==> src/rtl/fetch_pkg.sv <==
`default_nettype none
// +----------------------------------------------------------------------------+
// | Module      : fetch_pkg                                                    |
// | Description : Shared types and default constants for the fetch stage.    |
// | Revision    : 1.0 - initial release                                        |
// +----------------------------------------------------------------------------+
package fetch_pkg;

  // Default configuration of the fetch stage
  localparam int          DEF_ADDR_W   = 16;
  localparam int          DEF_INSTR_W  = 16;
  localparam int          DEF_QDEPTH   = 4;
  localparam int unsigned DEF_RESET_PC = 0;

  // FETCH allows new issues, HALTED suppresses them
  typedef enum logic [0:0] {
    FETCH  = 1'b0,
    HALTED = 1'b1
  } fetch_state_t;

  // Prefetch-queue entry at the default widths
  typedef struct packed {
    logic [DEF_INSTR_W-1:0] instr;
    logic [DEF_ADDR_W-1:0]  pc_plus_1;
  } fetch_entry_t;

endpackage
`default_nettype wire

==> src/rtl/fetch_fifo.sv <==
`default_nettype none
// +----------------------------------------------------------------------------+
// | Module      : fetch_fifo                                                   |
// | Description : Circular prefetch buffer with push, pop and sync flush.     |
// | Revision    : 1.0 - initial release                                        |
// +----------------------------------------------------------------------------+
module fetch_fifo
  import fetch_pkg::*;
#(
  parameter int  DEPTH = DEF_QDEPTH,
  parameter type T     = fetch_entry_t
) (
  input  logic                   clk,
  input  logic                   rst,
  input  logic                   flush_i,
  input  logic                   push_i,
  input  T                       data_i,
  input  logic                   pop_i,
  output T                       head_o,
  output logic                   empty_o,
  output logic                   full_o,
  output logic [$clog2(DEPTH):0] count_o
);

  localparam int PW = $clog2(DEPTH);
  localparam int CW = PW + 1;

  T              mem_q [DEPTH];
  logic [PW-1:0] wr_ptr_q;
  logic [PW-1:0] rd_ptr_q;
  logic [CW-1:0] count_q;
  logic          push_en;
  logic          pop_en;

  assign empty_o = (count_q == '0);
  assign full_o  = (count_q == CW'(DEPTH));
  // Guard against overflow/underflow even if the caller misbehaves
  assign push_en = push_i & ~full_o;
  assign pop_en  = pop_i & ~empty_o;
  assign head_o  = mem_q[rd_ptr_q];
  assign count_o = count_q;

  // Entry storage: data registers need no reset, validity lives in count_q
  always_ff @(posedge clk) begin
    if (push_en) begin
      mem_q[wr_ptr_q] <= data_i;
    end
  end

  // Pointers wrap naturally because DEPTH is a power of two; flush empties
  always_ff @(posedge clk) begin
    if (rst || flush_i) begin
      wr_ptr_q <= '0;
      rd_ptr_q <= '0;
      count_q  <= '0;
    end else begin
      if (push_en) begin
        wr_ptr_q <= wr_ptr_q + PW'(1);
      end
      if (pop_en) begin
        rd_ptr_q <= rd_ptr_q + PW'(1);
      end
      if (push_en && !pop_en) begin
        count_q <= count_q + CW'(1);
      end else if (!push_en && pop_en) begin
        count_q <= count_q - CW'(1);
      end
    end
  end

endmodule
`default_nettype wire

==> src/rtl/fetch_unit.sv <==
`default_nettype none
// +----------------------------------------------------------------------------+
// | Module      : fetch_unit                                                   |
// | Description : Sequential instruction fetch with prefetch queue, redirect  |
// |               flush and halt.                                              |
// | Revision    : 1.0 - initial release                                        |
// +----------------------------------------------------------------------------+
module fetch_unit
  import fetch_pkg::*;
#(
  parameter int          ADDR_W   = DEF_ADDR_W,
  parameter int          INSTR_W  = DEF_INSTR_W,
  parameter int          QDEPTH   = DEF_QDEPTH,
  parameter int unsigned RESET_PC = DEF_RESET_PC
) (
  input  logic                    clk,
  input  logic                    rst,
  input  logic                    hlt,
  input  logic                    alt_pc_ctrl,
  input  logic [ADDR_W-1:0]       alt_pc,
  output logic [ADDR_W-1:0]       imem_addr,
  output logic                    imem_rd_en,
  input  logic [INSTR_W-1:0]      imem_rdata,
  output logic [INSTR_W-1:0]      instr,
  output logic [ADDR_W-1:0]       pc_plus_1,
  output logic                    out_valid,
  input  logic                    out_ready,
  output logic [$clog2(QDEPTH):0] q_count
);

  localparam int                CW        = $clog2(QDEPTH) + 1;
  localparam logic [ADDR_W-1:0] RST_PC    = ADDR_W'(RESET_PC);
  localparam logic [CW:0]       DEPTH_LIM = (CW+1)'(QDEPTH);

  typedef struct packed {
    logic [INSTR_W-1:0] instr;
    logic [ADDR_W-1:0]  pc_plus_1;
  } entry_t;

  fetch_state_t      state_q, state_d;
  logic [ADDR_W-1:0] pc_q, pc_d;
  logic [ADDR_W-1:0] tag_q, tag_d;
  logic              inflight_q, inflight_d;
  logic              issue;
  logic              push;
  logic              pop;
  logic              fifo_empty;
  logic              fifo_full;
  logic [CW-1:0]     count;
  logic [CW:0]       occupancy;
  entry_t            push_entry;
  entry_t            head_entry;

  // The outstanding response already owns a slot, so it counts as occupied
  assign occupancy = {1'b0, count} + {{CW{1'b0}}, inflight_q};

  // A response arriving during a redirect is killed by not pushing it
  assign push                 = inflight_q & ~alt_pc_ctrl;
  assign push_entry.instr     = imem_rdata;
  assign push_entry.pc_plus_1 = tag_q + ADDR_W'(1);

  // Redirect discards the head, so a concurrent pop is ignored
  assign pop = ~fifo_empty & out_ready & ~alt_pc_ctrl;

  assign out_valid  = ~fifo_empty;
  assign instr      = fifo_empty ? '0 : head_entry.instr;
  assign pc_plus_1  = fifo_empty ? '0 : head_entry.pc_plus_1;
  assign q_count    = count;
  assign imem_addr  = pc_q;
  assign imem_rd_en = issue;

  // Next-state, issue decision and fetch-PC update
  always_comb begin
    state_d    = FETCH;
    pc_d       = pc_q;
    tag_d      = tag_q;
    issue      = 1'b0;
    inflight_d = 1'b0;
    if (hlt) begin
      state_d = HALTED;
    end
    if (!rst && (state_q == FETCH) && !hlt && !alt_pc_ctrl &&
        !fifo_full && (occupancy < DEPTH_LIM)) begin
      issue = 1'b1;
    end
    inflight_d = issue;
    if (alt_pc_ctrl) begin
      pc_d = alt_pc;
    end else if (issue) begin
      pc_d  = pc_q + ADDR_W'(1);
      tag_d = pc_q;
    end
  end

  // State, fetch PC and in-flight tracking registers
  always_ff @(posedge clk) begin
    if (rst) begin
      state_q    <= FETCH;
      pc_q       <= RST_PC;
      tag_q      <= '0;
      inflight_q <= 1'b0;
    end else begin
      state_q    <= state_d;
      pc_q       <= pc_d;
      tag_q      <= tag_d;
      inflight_q <= inflight_d;
    end
  end

  fetch_fifo #(
    .DEPTH (QDEPTH),
    .T     (entry_t)
  ) u_fifo (
    .clk     (clk),
    .rst     (rst),
    .flush_i (alt_pc_ctrl),
    .push_i  (push),
    .data_i  (push_entry),
    .pop_i   (pop),
    .head_o  (head_entry),
    .empty_o (fifo_empty),
    .full_o  (fifo_full),
    .count_o (count)
  );

endmodule
`default_nettype wire

==> config.mk <==
export PLATFORM = sky130hd
export DESIGN_NAME = fetch_unit
export DESIGN_NICKNAME = d
export VERILOG_FILES = /design/src/rtl/fetch_pkg.sv /design/src/rtl/fetch_fifo.sv /design/src/rtl/fetch_unit.sv
export SDC_FILE = /design/constraint.sdc
export NUM_CORES = 1
export LEC_CHECK = 0
export CAP_MARGIN = 20
export CORE_ASPECT_RATIO = 1.5
export CORE_UTILIZATION = 55
export DETAILED_ROUTE_END_ITERATION = 10
export PLACE_DENSITY = 0.78
export REMOVE_ABC_BUFFERS = 1
export SYNTH_ARGS = -nofsm -noshare
export SYNTH_HDL_FRONTEND = slang
export SYNTH_SLANG_ARGS = --single-unit
==> constraint.sdc <==
create_clock -name clk -period 3.2 [get_ports clk]
set_input_delay 0.64 -clock clk [delete_from_list [all_inputs] [get_ports clk]]
set_output_delay 0.64 -clock clk [all_outputs]
set_load 0.01 [all_outputs]
==> metrics.cfg, run 1 <==
[power_and_ir_drop]
pwr-share-clk = 0.403
cellLeakagePower_nw = 2.99
intPower_mw = 3.52
p_seq_frac = 0.542
p_switching_mw = 0.966
p_per_area_nw_per_um2 = 513
combinationalPowerShare = 0.055
power_mw = 4.49
switching_share = 0.215
peakVddDrop_v = 0.000328

[grt]
grt_max_degree = 35
grt_pass1_wl_um = 21900
first_global_vias = 4332
antenna_found_initial = 0
grt_overflow = 0
track_usage = 0.220

[routing]
wl_per_cell_um = 18.8
viasPerCell = 5.72
wirelength_um = 13700
drc = 0
vias = 4157
detail-route-antenna-nets = 0
first_pass_iters = 4
drt_iter0_markers = 160

[floorplanning]
fp.coreArea_um2 = 12600
die_w_um = 94.9
die_h_um = 141
die_area_um2 = 13400
start_util = 0.567
num_io_pins = 90
rows = 50

[setup_path]
r2r_end = u_fifo.count_o[2]
rr_startpoint = u_fifo.count_o[2]
cpMaxStageDelayCell = clkdlybuf4s50_1
crit_path_cell_trace = clkdlybuf4s50_1 > nor2_1 > nand3_1 > inv_1 > clkdlybuf4s50_1
crit_top_cell = clkdlybuf4s50_1
endpoint_kind = primary output
critPathArrivalTime_ps = 2240
crit_path_max_incr_delay_ps = 610
rrSetupSlack_ps = 710
crit_path_start_kind = primary input
r2r_cells = 9
required_ps = 2560
cp-endpoint = imem_rd_en
crit_fanout = 7
crit_type = primary input to primary output
cp-startpoint = alt_pc_ctrl

[hold_path]
hold_path_class = register to register

[timing]
period_share = 0.901
holdWs_ps = 526
tightest_slew_ps = 526
setup-tns-final_ps = 0
maxSlewHeadroom = 0.647
fin_crit_ps = 2880
hold_violations = 0
setup_viol = 0
drv_slew = 0
rsz0062_at_grt = no
fin_skew_ps = 11.9
max_freq_mhz = 347

[job]
drv_cap = 0

[logic_synthesis]
synthCells = 459
yosysMostFrequentCell = edfxtp_1
synth.distinct_cells = 45
synth_edf_count = 128
synth_area_leaders = edfxtp_1 54%, dfxtp_1 12%, mux4_2 10%
yosys_warnings = 0
ys_seq_area_frac = 0.660
synthArstFlopShare = 0
synth_top_cell_by_area = edfxtp_1
synth_area_um2 = 7120
syn_area_per_cell_um2 = 15.5
ys_ff_latch = 171
netlist.area_leader.share = 0.540
ys.flop_type = edfxtp_1
synth_commonest_cells = 128 x edfxtp_1, 43 x dfxtp_1, 40 x and2_1

[layout]
final_nets = 604
drive_gt1_frac = 0.154
syn2layout_area_growth_pct = 22.9
multi_input_area_um2 = 2290
n_fill_cell = 811
num_antenna_cells = 0
seq_area_um2 = 4710

[place]
dpl.hpwl_um = 8610
port_buffers = 89
place_congestion = 0.796

[clock_tree]
cts_resized = 0
clockRootBuffer = clkbuf_16
cts.htree.levels = 4
clkLatencyLatePin_ps = 410
clockBufferDepth = 2
ctsHoldBuffers = 0
cts.clk_slew.worst_paths_ps = 60
cts_tree = done
cts.sinks = 171
cts_buffers = 17
postCtsSetupRepairBufs = 0

[status]
status = completed

-- layout by cell type, fill, tap and decap left out, types with 2 or more instances in the layout --
| cell | Yosys | layout |
|---|---|---|
| or3_1 | 6 | 6 |
| mux2i_1 | 18 | 18 |
| a21oi_1 | 2 | 2 |
| a31oi_1 | 3 | 3 |
| nand2_1 | 14 | 14 |
| mux4_2 | 32 | 32 |
| and2_1 | 40 | 40 |
| a311oi_1 | 3 | 3 |
| inv_6 | 0 | 3 |
| nand3_1 | 11 | 11 |
| nor3_1 | 3 | 3 |
| and4_1 | 7 | 7 |
| nand4_1 | 11 | 11 |
| clkinv_1 | 1 | 2 |
| o21ai_0 | 3 | 3 |
| o211ai_1 | 4 | 4 |
| xor2_1 | 11 | 11 |
| clkbuf_16 | 0 | 17 |
| a211oi_2 | 2 | 2 |
| clkdlybuf4s50_1 | 0 | 89 |
| clkinvlp_2 | 0 | 2 |
| inv_1 | 9 | 9 |
| a211oi_1 | 6 | 6 |
| dfxtp_1 | 43 | 42 |
| ha_1 | 7 | 7 |
| clkinvlp_4 | 0 | 5 |
| xnor2_1 | 16 | 16 |
| clkinv_2 | 0 | 2 |
| edfxtp_1 | 128 | 128 |
| buf_4 | 2 | 13 |
| nor2_1 | 39 | 39 |
| and3_1 | 2 | 2 |
-- cell type report --
| type | instances | area share |
|---|---|---|
| sequential | 171 | 0.537 |
| multi-input combinational | 256 | 0.261 |
| inverter | 10 | 0.00429 |
| clock inverter | 14 | 0.0110 |
| timing repair buffer | 103 | 0.115 |
| tap | 156 | 0.0223 |
| clock buffer | 17 | 0.0486 |
-- cell families (layout without fill, tap and decap cells) --
kind of cell | Yosys count | count (layout) | share of synthesized area
AO/OA/AOI/OAI | 26 | 26 | 0.0272
XOR/XNOR | 27 | 27 | 0.0332
adder cells (fa/ha/maj) | 8 | 8 | 0.0151
buffers and inverters | 32 | 144 | 0.0184
flip-flops | 171 | 171 | 0.660
multiplexers | 50 | 50 | 0.126
AND/OR/NAND/NOR | 145 | 145 | 0.119
-- layer usage --
| layer | global-route usage | routed length (µm) | vias to the layer above |
|---|---|---|---|
| li1 | - | - | 1950 |
| met1 | 0.256 | 5400 | 2088 |
| met2 | 0.396 | 7540 | 109 |
| met3 | 0.0445 | 528 | 10 |
| met4 | 0.0758 | 196 | 0 |
| met5 | 0 | 0 | - |
-- power by group through the flow --
| stage | Sequential, mW | Combinational, mW | Clock (mW) |
|---|---|---|---|
| after global routing | 2.44 | 0.269 | 1.92 |
| after detailed placement | 2.48 | 0.249 | 0 |
| after floorplan | 2.48 | 0.0940 | 0 |
| after global placement | 2.48 | 0.242 | 0 |
| after CTS | 2.43 | 0.251 | 1.83 |
| final | 2.43 | 0.249 | 1.81 |
-- flip-flops by register name (all words and copies together) (netlist names), named ones only --
signal / cells
u_fifo.mem_q: 128
inflight_q: 1
tag_q: 16
state_q: 1
u_fifo.rd_ptr_q: 2
u_fifo.wr_ptr_q: 2
imem_addr: 16
u_fifo.count_o: 3
-- how the worst min path moves through the flow --
stage | start | to | slack (ps) | cells after the start
floorplan | tag_q[1] | tag_q[1] | 480 | 2
global placement | tag_q[1] | tag_q[1] | 500 | 2
detailed placement | u_fifo.rd_ptr_q[1] | register | 510 | 2
CTS | u_fifo.rd_ptr_q[1] | register | 530 | 2
global route | tag_q[15] | tag_q[15] | 550 | 2
finish | u_fifo.rd_ptr_q[1] | register | 530 | 2
-- per-stage QoR --
step | instances | utilization | setup WS, ps | area [µm²]
floorplan | 437 | - | 286 | 7030
detailed placement | 696 | 0.655 | 83.9 | 8240
CTS | 727 | 0.696 | 296 | 8760
finish | 727 | 0.696 | 316 | 8760
global route | 727 | 0.696 | 215 | 8760
global placement | 696 | 0.655 | 209 | 8240
-- worst max-delay path: cells and delay by family --
family / cells / cell delay, ps
buf+inv: 3 / 1220
simple gates: 2 / 380
Power figures use the tool's default switching activity.
==> run 2, diff against run 1 <==
Settings changed: CORE_MARGIN set to 5.
==> run 2 against run 1 <==
Effect of this change:
- register-to-register slack got worse by 70 ps
- final cell count increased by 0.55%
- die area increased by 15%
- global-route usage decreased by 1.7 points
- largest cell class unchanged
- clock-buffer cell count increased by 6
- first-iteration DRC count increased by 30%
- combinational power about the same
- critical path depth decreased by 1
- non-clock buffer count unchanged
==> metrics.cfg, run 2 (synthesized netlist as in run 1, its figures left out) <==
[layout]
post-route-util = 0.691  ; -0.00556
final_nets = 604  ; unchanged
drive_gt1_frac = 0.156  ; +0.00148
largest_register_ffs = 128  ; unchanged
num_antenna_cells = 0  ; unchanged
syn2layout_area_growth_pct = 24.4
regMostFlops = u_fifo.mem_q
layout_commonest_cell = edfxtp_1
final_cell_mix = 128 x edfxtp_1, 89 x clkdlybuf4s50_1, 42 x dfxtp_1
stdcell_count = 731  ; +0.55%

[grt]
first_global_vias = 4521  ; +4.4%
grt_pass1_wl_um = 23400  ; +6.7%
gr-usage-met1 = 0.244  ; -0.0121
grtUsageMet3 = 0.0487  ; +0.00419
grt.busiest_layer = met2
grt_max_degree = 36  ; +2.9%
track_usage = 0.203  ; -0.0166
grt_overflow = 0  ; unchanged
antenna_found_initial = 0  ; unchanged
grtUsageMet2 = 0.357  ; -0.0387

[setup_path]
endpoint_kind = primary output
rr_startpoint = u_fifo.count_o[2]
cpMaxStageDelayCell = mux4_2
required_ps = 2560  ; about the same
crit_type = register to primary output
crit_path_max_incr_delay_ps = 550  ; -60 ps
crit_path_cell_trace = buf_12 > mux4_2 > and2_1 > clkdlybuf4s50_1
crit_fanout = 13  ; +6
rrSetupSlack_ps = 640  ; -70 ps
crit_family = buffers and inverters
path_buf_inv = 2  ; -1
r2r_cells = 9  ; unchanged
critPathArrivalTime_ps = 2320  ; +80 ps
crit_path_start_kind = register
r2r_end = u_fifo.count_o[2]

[clock_tree]
postCtsSetupRepairBufs = 0  ; unchanged
cts.sinks = 171  ; unchanged
clockBufferDepth = 2  ; unchanged
cts.htree.levels = 4  ; unchanged
clockRootBuffer = clkbuf_16
cts.clk_slew.worst_paths_ps = 60  ; about the same
cts_buffers = 17  ; unchanged
clkLatencyLatePin_ps = 420  ; about the same
cts_tree = done

[routing]
wirelength_um = 14400  ; +5.1%
wl_per_cell_um = 19.6  ; +4.5%
viasPerCell = 5.70  ; -0.26%
first_pass_iters = 4  ; unchanged
drt_iter0_markers = 208  ; +30%
detail-route-antenna-nets = 0  ; unchanged
vias = 4169  ; +0.29%
drc = 0  ; unchanged

[timing]
maxSlewHeadroom = 0.555  ; -0.0916
setup-tns-final_ps = 0  ; unchanged
drv_slew = 0  ; unchanged
period_share = 0.924  ; +0.0230
hold_violations = 0  ; unchanged
fin_skew_ps = 8.40  ; -3.54 ps
fin_crit_ps = 2960  ; +73.6 ps
rsz0062_at_grt = no
tightest_slew_ps = 662  ; +136 ps
max_freq_mhz = 338  ; -2.5%
setup_ws_ps = 242  ; -73.6 ps
setup_viol = 0  ; unchanged

[job]
drv_cap = 0  ; unchanged

[power_and_ir_drop]
p_seq_frac = 0.516  ; -0.026
intPower_mw = 3.74  ; +6.1%
peakVddDrop_v = 0.000337  ; +2.6%
p_switching_mw = 0.976  ; +0.94%
pwr-share-clk = 0.431  ; +0.028
cellLeakagePower_nw = 3.06  ; +2.3%
switching_share = 0.207  ; -0.00831
p_per_area_nw_per_um2 = 532  ; +3.8%
combinationalPowerShare = 0.053  ; -0.002

[floorplanning]
num_io_pins = 90  ; unchanged
rows = 51  ; +2.0%
fp.coreArea_um2 = 12800  ; +2.0%
start_util = 0.555  ; -0.0111
die_w_um = 103  ; +8.4%
die_area_um2 = 15400  ; +15%
die_h_um = 149  ; +5.7%

[place]
dpl.hpwl_um = 9220  ; +7.1%
port_buffers = 89  ; unchanged
dp.cells = 699  ; +0.43%
dp_slack_ps = 133  ; +48.6 ps
place_congestion = 0.818  ; +2.8%

[hold_path]
hp-start = u_fifo.rd_ptr_q[0]
hold_path_class = register to register
hold_depth = 2  ; unchanged

[status]
status = completed

-- run 2: worst max path at each step --
stage,to,cells after the start
after floorplan,instr[0],2
after global placement,u_fifo.count_o[2],9
after detailed placement,u_fifo.count_o[2],9
after CTS,pc_plus_1[10],4
after global routing,pc_plus_1[10],4
final,pc_plus_1[10],4
-- run 2: worst min-delay path, cell delays in order (launching register included) --
cell	delay, ps
dfxtp_1	340
xor2_1	80
nor2_1	70
-- run 2: power groups by stage --
stage	sequential, mW	clock, mW	combinational [mW]
2_1_floorplan	2.48	0	0.0940
3_3_place_gp	2.48	0	0.243
3_5_place_dp	2.48	0	0.250
4_1_cts	2.43	2.06	0.252
5_1_grt	2.44	2.17	0.270
6_report	2.43	2.03	0.249
-- run 2: metrics by stage --
stage	cell area, µm²	hold slack (ps)	total power [mW]
after floorplan	7030	485	2.57
after global placement	8250	498	2.72
after detailed placement	8250	508	2.73
after CTS	8860	529	4.75
after global routing	8860	561	4.88
final	8860	526	4.71
-- run 2: repair_timing --
action	in CTS	in global routing
gates resized for setup	0	1
hold buffers	0	0
endpoints found under the setup margin	0	1
-- run 2: layer usage --
metal  share of wire  routed length, µm
met5               0                  0
met4          0.0087                125
met3           0.050                716
met2            0.55               7860
met1            0.39               5660
-- run 2: layout make-up --
type	count	area, µm²
inverter	10	37.5
tap	159	199
fill	851	3970
sequential	171	4710
clock inverter	9	70.1
clock buffer	23	537
multi-input combinational	256	2290
timing repair buffer	103	1020
==> run 3, diff against run 2 <==
Settings changed: ABC_CLOCK_PERIOD_IN_PS set to 3200.
==> results of run 3 <==
No change in the layout: final DEF, timing and power equal those of run 2.
